<file path="config.mk">
export PLATFORM = sky130hd
export DESIGN_NAME = lsu_mem_master
export DESIGN_NICKNAME = d
export VERILOG_FILES = /design/src/rtl/lsu_mem_master.sv
export SDC_FILE = /design/constraint.sdc
export NUM_CORES = 1
export LEC_CHECK = 0
export CELL_PAD_IN_SITES_DETAIL_PLACEMENT = 1
export CELL_PAD_IN_SITES_GLOBAL_PLACEMENT = 1
export CORE_MARGIN = 8
export CORE_UTILIZATION = 42
export CTS_CLUSTER_SIZE = 28
export DETAILED_ROUTE_END_ITERATION = 8
export PLACE_DENSITY_LB_ADDON = 0.1
export REMOVE_ABC_BUFFERS = 1
export SLEW_MARGIN = 20
export SYNTH_ARGS = -nofsm -noshare
export SYNTH_HDL_FRONTEND = slang
export SYNTH_SLANG_ARGS = --single-unit
</file>
<file path="constraint.sdc">
create_clock -name clk -period 6.73 [get_ports clk]
set_input_delay 1.346 -clock clk [delete_from_list [all_inputs] [get_ports clk]]
set_output_delay 1.346 -clock clk [all_outputs]
set_load 0.02 [all_outputs]
</file>
<file path="src/rtl/lsu_mem_master.sv">
// Load/store initiator for a word-organised, byte-laned data memory.
// Handles byte/half/word accesses, splits word-crossing accesses in two, and extends load data.
module lsu_mem_master #(
  parameter int unsigned ADDR_LIMIT = 1024
) (
  input  logic        clk,
  input  logic        rst,
  input  logic        req_valid,
  output logic        req_ready,
  input  logic        req_we,
  input  logic [31:0] req_addr,
  input  logic [31:0] req_wdata,
  input  logic [1:0]  req_size,
  input  logic        req_unsigned,
  output logic        resp_valid,
  input  logic        resp_ready,
  output logic [31:0] resp_rdata,
  output logic        resp_err,
  output logic [31:0] mem_addr,
  output logic        mem_we,
  output logic [3:0]  mem_be,
  output logic [31:0] mem_wdata,
  input  logic [31:0] mem_rdata
);

  typedef enum logic [1:0] {
    IDLE = 2'd0,
    ACC0 = 2'd1,
    ACC1 = 2'd2,
    RESP = 2'd3
  } state_t;

  state_t      state_r;
  logic        we_r;
  logic        uns_r;
  logic        split_r;
  logic [1:0]  off_r;
  logic [1:0]  size_r;
  logic [3:0]  be_hi_r;
  logic [31:0] wdata_hi_r;
  logic [31:0] lo_r;

  logic [2:0]  nbytes_s;
  logic [3:0]  mask_s;
  logic [7:0]  lanes_s;
  logic [63:0] wshift_s;
  logic [32:0] last_byte_s;
  logic        split_s;
  logic        err_s;

  function automatic logic [2:0] size_bytes(input logic [1:0] size);
    case (size)
      2'b00:   return 3'd1;
      2'b01:   return 3'd2;
      default: return 3'd4;
    endcase
  endfunction

  function automatic logic [3:0] size_mask(input logic [1:0] size);
    case (size)
      2'b00:   return 4'b0001;
      2'b01:   return 4'b0011;
      default: return 4'b1111;
    endcase
  endfunction

  function automatic logic [31:0] load_extend(input logic [31:0] hi, input logic [31:0] lo,
                                              input logic [1:0] off, input logic [1:0] size,
                                              input logic uns);
    logic [63:0] both;
    logic [31:0] raw;
    both = {hi, lo} >> {off, 3'b000};
    raw  = both[31:0];
    case (size)
      2'b00:   return uns ? {24'h000000, raw[7:0]} : {{24{raw[7]}}, raw[7:0]};
      2'b01:   return uns ? {16'h0000, raw[15:0]} : {{16{raw[15]}}, raw[15:0]};
      default: return raw;
    endcase
  endfunction

  // Decode the incoming request: lane masks for both words, shifted write data, range check.
  // Upper halves of lanes_s/wshift_s are exactly the second-word enables and data of a split.
  always_comb begin
    nbytes_s    = size_bytes(req_size);
    mask_s      = size_mask(req_size);
    lanes_s     = {4'b0000, mask_s} << req_addr[1:0];
    wshift_s    = {32'h0000_0000, req_wdata} << {req_addr[1:0], 3'b000};
    last_byte_s = {1'b0, req_addr} + {30'd0, nbytes_s} - 33'd1;
    split_s     = ({2'b00, req_addr[1:0]} + {1'b0, nbytes_s}) > 4'd4;
    err_s       = (req_size == 2'b11) || (last_byte_s >= 33'(ADDR_LIMIT));
  end

  assign req_ready = (state_r == IDLE) && !rst;

  // Access sequencer with registered memory strobes and response.
  always_ff @(posedge clk or posedge rst) begin
    if (rst) begin
      state_r    <= IDLE;
      we_r       <= 1'b0;
      uns_r      <= 1'b0;
      split_r    <= 1'b0;
      off_r      <= 2'b00;
      size_r     <= 2'b00;
      be_hi_r    <= 4'b0000;
      wdata_hi_r <= 32'h0000_0000;
      lo_r       <= 32'h0000_0000;
      resp_valid <= 1'b0;
      resp_rdata <= 32'h0000_0000;
      resp_err   <= 1'b0;
      mem_addr   <= 32'h0000_0000;
      mem_we     <= 1'b0;
      mem_be     <= 4'b0000;
      mem_wdata  <= 32'h0000_0000;
    end else begin
      case (state_r)
        IDLE: begin
          if (req_valid && req_ready) begin
            we_r       <= req_we;
            uns_r      <= req_unsigned;
            split_r    <= split_s;
            off_r      <= req_addr[1:0];
            size_r     <= req_size;
            be_hi_r    <= lanes_s[7:4];
            wdata_hi_r <= wshift_s[63:32];
            if (err_s) begin
              state_r    <= RESP;
              resp_valid <= 1'b1;
              resp_err   <= 1'b1;
              resp_rdata <= 32'h0000_0000;
            end else begin
              state_r   <= ACC0;
              mem_addr  <= {req_addr[31:2], 2'b00};
              mem_we    <= req_we;
              mem_be    <= lanes_s[3:0];
              mem_wdata <= wshift_s[31:0];
            end
          end
        end
        ACC0: begin
          lo_r <= mem_rdata;
          if (split_r) begin
            state_r   <= ACC1;
            mem_addr  <= mem_addr + 32'd4;
            mem_we    <= we_r;
            mem_be    <= be_hi_r;
            mem_wdata <= wdata_hi_r;
          end else begin
            state_r    <= RESP;
            mem_addr   <= 32'h0000_0000;
            mem_we     <= 1'b0;
            mem_be     <= 4'b0000;
            mem_wdata  <= 32'h0000_0000;
            resp_valid <= 1'b1;
            resp_err   <= 1'b0;
            resp_rdata <= we_r ? 32'h0000_0000
                               : load_extend(32'h0000_0000, mem_rdata, off_r, size_r, uns_r);
          end
        end
        ACC1: begin
          state_r    <= RESP;
          mem_addr   <= 32'h0000_0000;
          mem_we     <= 1'b0;
          mem_be     <= 4'b0000;
          mem_wdata  <= 32'h0000_0000;
          resp_valid <= 1'b1;
          resp_err   <= 1'b0;
          resp_rdata <= we_r ? 32'h0000_0000
                             : load_extend(mem_rdata, lo_r, off_r, size_r, uns_r);
        end
        RESP: begin
          if (resp_ready) begin
            state_r    <= IDLE;
            resp_valid <= 1'b0;
            resp_err   <= 1'b0;
            resp_rdata <= 32'h0000_0000;
          end
        end
        default: begin
          state_r    <= IDLE;
          resp_valid <= 1'b0;
          resp_err   <= 1'b0;
          resp_rdata <= 32'h0000_0000;
          mem_addr   <= 32'h0000_0000;
          mem_we     <= 1'b0;
          mem_be     <= 4'b0000;
          mem_wdata  <= 32'h0000_0000;
        end
      endcase
    end
  end

endmodule

</file>
== Yosys cells after proc, flatten, opt, wreduce, memory -nomap -nowiden ==
Cells that the tools add are included.
Operators by class
  add/subtract/negate cells: 4
  magnitude comparators: 2
  eq/ne operators: 11
  shifts and indexed selects: 4
  mux-type cells: 43
  reductions and logical operators: 12
Operator list (number)
  $mux W32: 16
  $pmux W32 S3: 2
  $pmux W32 S2: 2
  $pmux W32 S4: 1
  $shl A32 B5 Y64: 1
  $shr A64 B5 Y32: 1
  $add A32 B3 Y33: 1
  $ge A33 B11 Y1 const B: 1
  $sub A33 B1 Y33 const B: 1
  $add A32 B3 Y32 const B: 1
  $shr A32 B5 Y32: 1
  $mux W4: 3
  $pmux W4 S3: 1
  $mux W1: 9
  $ne A2 B2 Y1 const B: 4
  $pmux W1 S4: 2
  $pmux W2 S4: 1
  $pmux W4 S2: 1
  $shl A4 B2 Y8: 1
  $eq A2 B1 Y1 const B: 3
  $eq A2 B2 Y1 const B: 3
  $logic_not A2 Y1: 3
  $mux W2: 3
  $pmux W3 S2: 1
  11 further kinds: 13
Word-level totals
  bits in registers: 180
  bits of input ports: 104
  output and inout port bits: 104
  logic and storage cells: 92

== Logic depth before layout (Yosys ltp) ==
  depth in word-level cells: 9
  depth in mapped cells: 18
  depth with buffers taken out: 17

== Worst setup path before layout ==
No wires, ideal clock.
  kind: input port to flip-flop
  start: input port req_addr[1]
  end: register mem_wdata[29]
  arrival: 4.876 ns
  slack: 1.730 ns
  stages: 18
  path buffers: 2
  cells stage by stage: inv_1 > clkbuf_1 > ha_1 > inv_1 > ha_1 > inv_1 > fa_1 > nand2b_1 > a21oi_1 > o21ai_1 > a31oi_1 > mux2i_1 > nand3b_1 > nor4_2 > nand3_1 > nand2_2 > buf_4 > mux2_2
On the way
  cells in the longest elaborated chain, start to end: 6
  elaborated cells on any way between the ends: 10
Ends and longest elaborated chain
  start: declaration: line 11  | input logic [31:0] req_addr,
  $add A32 B3 Y33: line 88  | last_byte_s = {1'b0, req_addr} + {30'd0, nbytes_s} - 33'd1;
  $sub A33 B1 Y33: line 88
  $ge A33 B11 Y1: line 90  | err_s = (req_size == 2'b11) || (last_byte_s >= 33'(ADDR_LIMIT));
  $logic_or A1 B1 Y1: line 90
  $ne A2 B2 Y1 (no line)
  $reduce_and A3 Y1 (no line)
  end signal: assignment: line 135  | mem_wdata <= wshift_s[31:0];
  end signal: assignment: line 146  | mem_wdata <= wdata_hi_r;
  end: declaration: line 22  | output logic [31:0] mem_wdata,
Several ways; a longest one is shown, not always the timed one. The select of a mux whose other input is x is not followed.
A chain may end at the register's enable or synchronous reset.

== Worst setup path after layout ==
  start: input port req_size[1]
  end: register resp_rdata[31]
On the way
  cells in the longest elaborated chain, start to end: 8
  elaborated cells on any way between the ends: 10
Ends and longest elaborated chain
  start: declaration: line 13  | input logic [1:0] req_size,
  $eq A2 B1 Y1 / $logic_not A2 Y1 (equally long branches): line 52  | case (size)
  $pmux W3 S2: line 52
  $add A32 B3 Y33: line 88
  $sub A33 B1 Y33: line 88
  $ge A33 B11 Y1: line 90
  $logic_or A1 B1 Y1 *: line 90
  $ne A2 B2 Y1 (no line) *
  $reduce_and A4 Y1 (no line) *
  end signal: assignment: line 155  | resp_rdata <= we_r ? 32'h0000_0000
  end signal: assignment: line 167  | resp_rdata <= we_r ? 32'h0000_0000
  end: declaration: line 17  | output logic [31:0] resp_rdata,
Every way passes the cells marked *; elsewhere a longest branch is shown, timed or not.

==> run_results.csv <==
group,metric,value,unit
layout,utilization,52.4,%
worst_hold_path,holdCritPathClass,"flip-flop to flip-flop",
power,power_frac_seq,27.1,%
flow_run,maxCapViolations,0,
floorplan,start_util,42.6,%
route,drt_iter0_drc,774,
synth,synth_top_area_share,33.5,%
synth,synthTopCellsByCount,"169 x dfrtp_1, 165 x nand2_1, 116 x a21oi_1",
floorplan,die_y,189,um
timing,worst_pin_slew,1.00,ns
critical_path,crit_fanout,34,
floorplan,die_width,189,um
timing,final.setup.tns,0,ns
synth,syn_inst,1381,
layout,fin_cells,1942,
global_routing,antenna_found_initial,1,
clock_network,clk_pin_slew,0.07,ns
critical_path,required,7.06,ns
power,pwr-share-comb,57.4,%
route,vias_per_cell,6.06,
power,switching_share,45.4,%
critical_path,startpoint_type,"input port",
critical_path,arrival,6.22,ns
timing,finalCritPeriodShare,87.6,%
clock_network,cts_buffer_depth,2,
route,drtPass1Iterations,5,
timing,hold_violations,0,
timing,fmax,170,MHz
floorplan,io_pins,208,
layout,syn2layout_area_growth,23.0,%
synth,syn_area_per_cell,9.14,sq um
power,leakage,6.43,nW
route,route.detailed.drc,0,
critical_path,crit_family,"buffers and inverters",
layout,layout.nets,1687,
synth,synth.most_common_cell,"dfrtp_1",
timing,rsz0062_at_grt,"no",
synth,ys_types,84,
critical_path,slowest_delay,0.53,ns
synth,seq_area_frac_synth,33.5,%
timing,period_needed,5.89,ns
critical_path,crit_path_frequent_cell,"inv_1",
timing,setup_viol,0,
global_routing,grt.overflow.total,0,
floorplan,die_area,0.0359,sq mm
floorplan,num_rows,63,
synth,netlist_area,0.0126,sq mm
floorplan,core,0.0296,sq mm
place,dpl.cell_count,1909,
synth,ys_warn_count,0,
critical_path,worst_path_max_delay_cell,"clkdlybuf4s50_1",
critical_path,crit_chain,"clkdlybuf4s50_1 -> inv_1 -> nand2_1 -> ha_1 -> inv_1 -> ha_1 -> inv_1 -> fa_1 -> nand2b_1 -> a21oi_1 -> o21ai_1 -> a311oi_1 -> o21ai_0 -> xnor2_1 -> nor4_2 -> and2_2 -> a31oi_4 -> buf_4 -> mux2_2",
global_routing,grt_pass1_wl,72200,um
clock_network,htreeDepth,4,
route,postRouteAntennaNets,0,
place,dp_hpwl,33100,um
clock_network,cts_resized,0,
synth,synth_edf_count,0,
clock_network,cts.sinks,169,
synth,synthTopCellsByArea,"dfrtp_1 34%, mux2_2 7.1%, nand2_1 4.9%, a21oi_1 4.6%, ha_1 4.3%",
clock_network,post-cts-setup-buffers,0,
place,numPortBuffers,205,
global_routing,grt_pass1_vias,12258,
synth,synth-seq-cells,169,
clock_network,numCtsBuffers,17,
power,power_density,419,mW/mm^2
status,status,"finished, final reports clean",
critical_path,critPathKind,"input port to flip-flop",
clock_network,holdBufCountCts,0,
timing,skew,0.00856,ns
timing,whs,0.485,ns
power,p_int,3.55,mW
critical_path,crit_buf_inv,5,
route,via_count,11772,
timing,relSlewSlack,33.1,%
global_routing,grt_max_degree,75,
clock_network,cts_tree,"yes",
critical_path,end_kind,"flip-flop",
layout,drive_above_1_share,13.5,%
clock_network,clock-root-buffer,"clkbuf_16",
synth,synth_top_area_cell,"dfrtp_1",
place,gp_congestion,0.939,
power,p_switching,2.95,mW
power,power_frac_clock,15.5,%
synth,ys.flop_type,"dfrtp_1",
power,peakVddDrop,0.000311,V
clock_network,insertion_delay,0.45,ns
route,wl_per_cell,23.6,um
route,drt-total-wl,45900,um
synth,async_flop_share,100,%
timing,finalMaxSlewViolations,0,
global_routing,grt.total_usage,25.2,%
-- flip-flops by register name, summed over array words and instances, names as in the netlist, 2 cells and up --
register / count
size_r: 2
resp_rdata: 32
mem_be: 4
state_r: 2
mem_addr: 30
lo_r: 32
off_r: 2
mem_wdata: 32
be_hi_r: 3
wdata_hi_r: 24
-- power groups by stage --
stage	Sequential (mW)	Combinational, mW	Clock [mW]
2_1_floorplan	1.96	2.14	0
3_3_place_gp	1.75	3.64	0
3_5_place_dp	1.77	3.73	0
4_1_cts	1.76	3.75	1.03
5_1_grt	1.81	4.03	1.06
6_report	1.76	3.74	1.01
-- placed cells by master, fill, tap and decap left out, types with 6 or more instances in the layout --
master | synthesis | layout
clkdlybuf4s50_1 | 0 | 204
dfrtp_1 | 169 | 167
nand2_1 | 165 | 164
a21oi_1 | 116 | 116
o21ai_0 | 89 | 89
mux2_2 | 80 | 80
nor2_1 | 75 | 74
inv_1 | 71 | 70
mux2i_1 | 48 | 48
ha_1 | 43 | 42
mux2_1 | 33 | 33
mux2_4 | 27 | 27
o22ai_1 | 26 | 26
nor2b_1 | 22 | 22
nand3_1 | 22 | 22
nand4_1 | 19 | 19
buf_4 | 8 | 18
clkbuf_16 | 0 | 17
o21a_1 | 15 | 15
o32ai_1 | 15 | 15
a221o_1 | 15 | 15
mux4_2 | 14 | 14
a22oi_1 | 14 | 14
nor3_1 | 13 | 12
o31ai_1 | 11 | 11
nand2b_1 | 11 | 11
o211ai_1 | 11 | 11
a211oi_1 | 10 | 10
a311oi_1 | 10 | 10
a22o_1 | 9 | 9
a221oi_1 | 8 | 8
and4_1 | 7 | 7
nor4_1 | 8 | 7
or2_2 | 7 | 7
and2_1 | 6 | 6
a31oi_1 | 6 | 6
o2111ai_1 | 6 | 6
-- final cells by class --
type / count / area (sq um)
timing repair buffer: 225 / 2220
fill: 3410 / 14100
clock buffer: 18 / 439
sequential: 169 / 4230
clock inverter: 14 / 154
antenna: 1 / 2.50
tap: 390 / 488
multi-input combinational: 1054 / 7710
inverter: 71 / 272
-- cell families after synthesis --
| group | after synthesis | synth area share (%) |
|---|---|---|
| fa+ha+maj | 45 | 4.58 |
| buf+inv | 159 | 5.62 |
| other cells | 1 | 0.0297 |
| xor+xnor | 8 | 0.555 |
| mux | 202 | 19.6 |
| flops | 169 | 33.5 |
| compound gates | 416 | 21.8 |
| simple gates | 381 | 14.3 |
-- tightest hold or removal path, stage by stage, from the launching register on --
cell and delay, ns:
dfrtp_1 0.35, nand2_1 0.05, o31ai_1 0.05
-- path summary, 6_finish.rpt --
check | from | end | slack, ns | depth (start not counted)
hold / removal | be_hi_r[2]$_DFFE_PP0P_ | be_hi_r[2]$_DFFE_PP0P_ | 0.48 | 2
hold reg to reg | be_hi_r[2]$_DFFE_PP0P_ | be_hi_r[2]$_DFFE_PP0P_ | 0.48 | 2
setup / recovery | req_size[1] | resp_rdata[31]$_DFFE_PP0P_ | 0.84 | 19
min in group asynchronous | rst | mem_addr[26]$_DFFE_PP0P_ | 1.40 | 2
max in group asynchronous | rst | off_r[1]$_DFFE_PP0P_ | 4.16 | 3
setup reg to reg | state_r[0]$_DFFE_PP0P_ | mem_addr[16]$_DFFE_PP0P_ | 2.68 | 10
-- per-layer routing --
metal	GRT usage [%]	up-vias	part of all wire [%]
met5	0	-	0
met4	5.98	0	1.2
li1	-	5420	-
met2	39.3	305	46
met1	36.0	6008	48
met3	4.23	39	5.1
-- per-stage QoR --
stage	power, mW	worst slack (ns)	area, sq um
after floorplan	4.09	0.809	12200
after global placement	5.39	0.632	14900
after detailed placement	5.50	0.456	14900
after CTS	6.54	0.929	15500
after global routing	6.91	0.474	15500
final	6.50	0.836	15500
(Power assumes the default switching activity.)
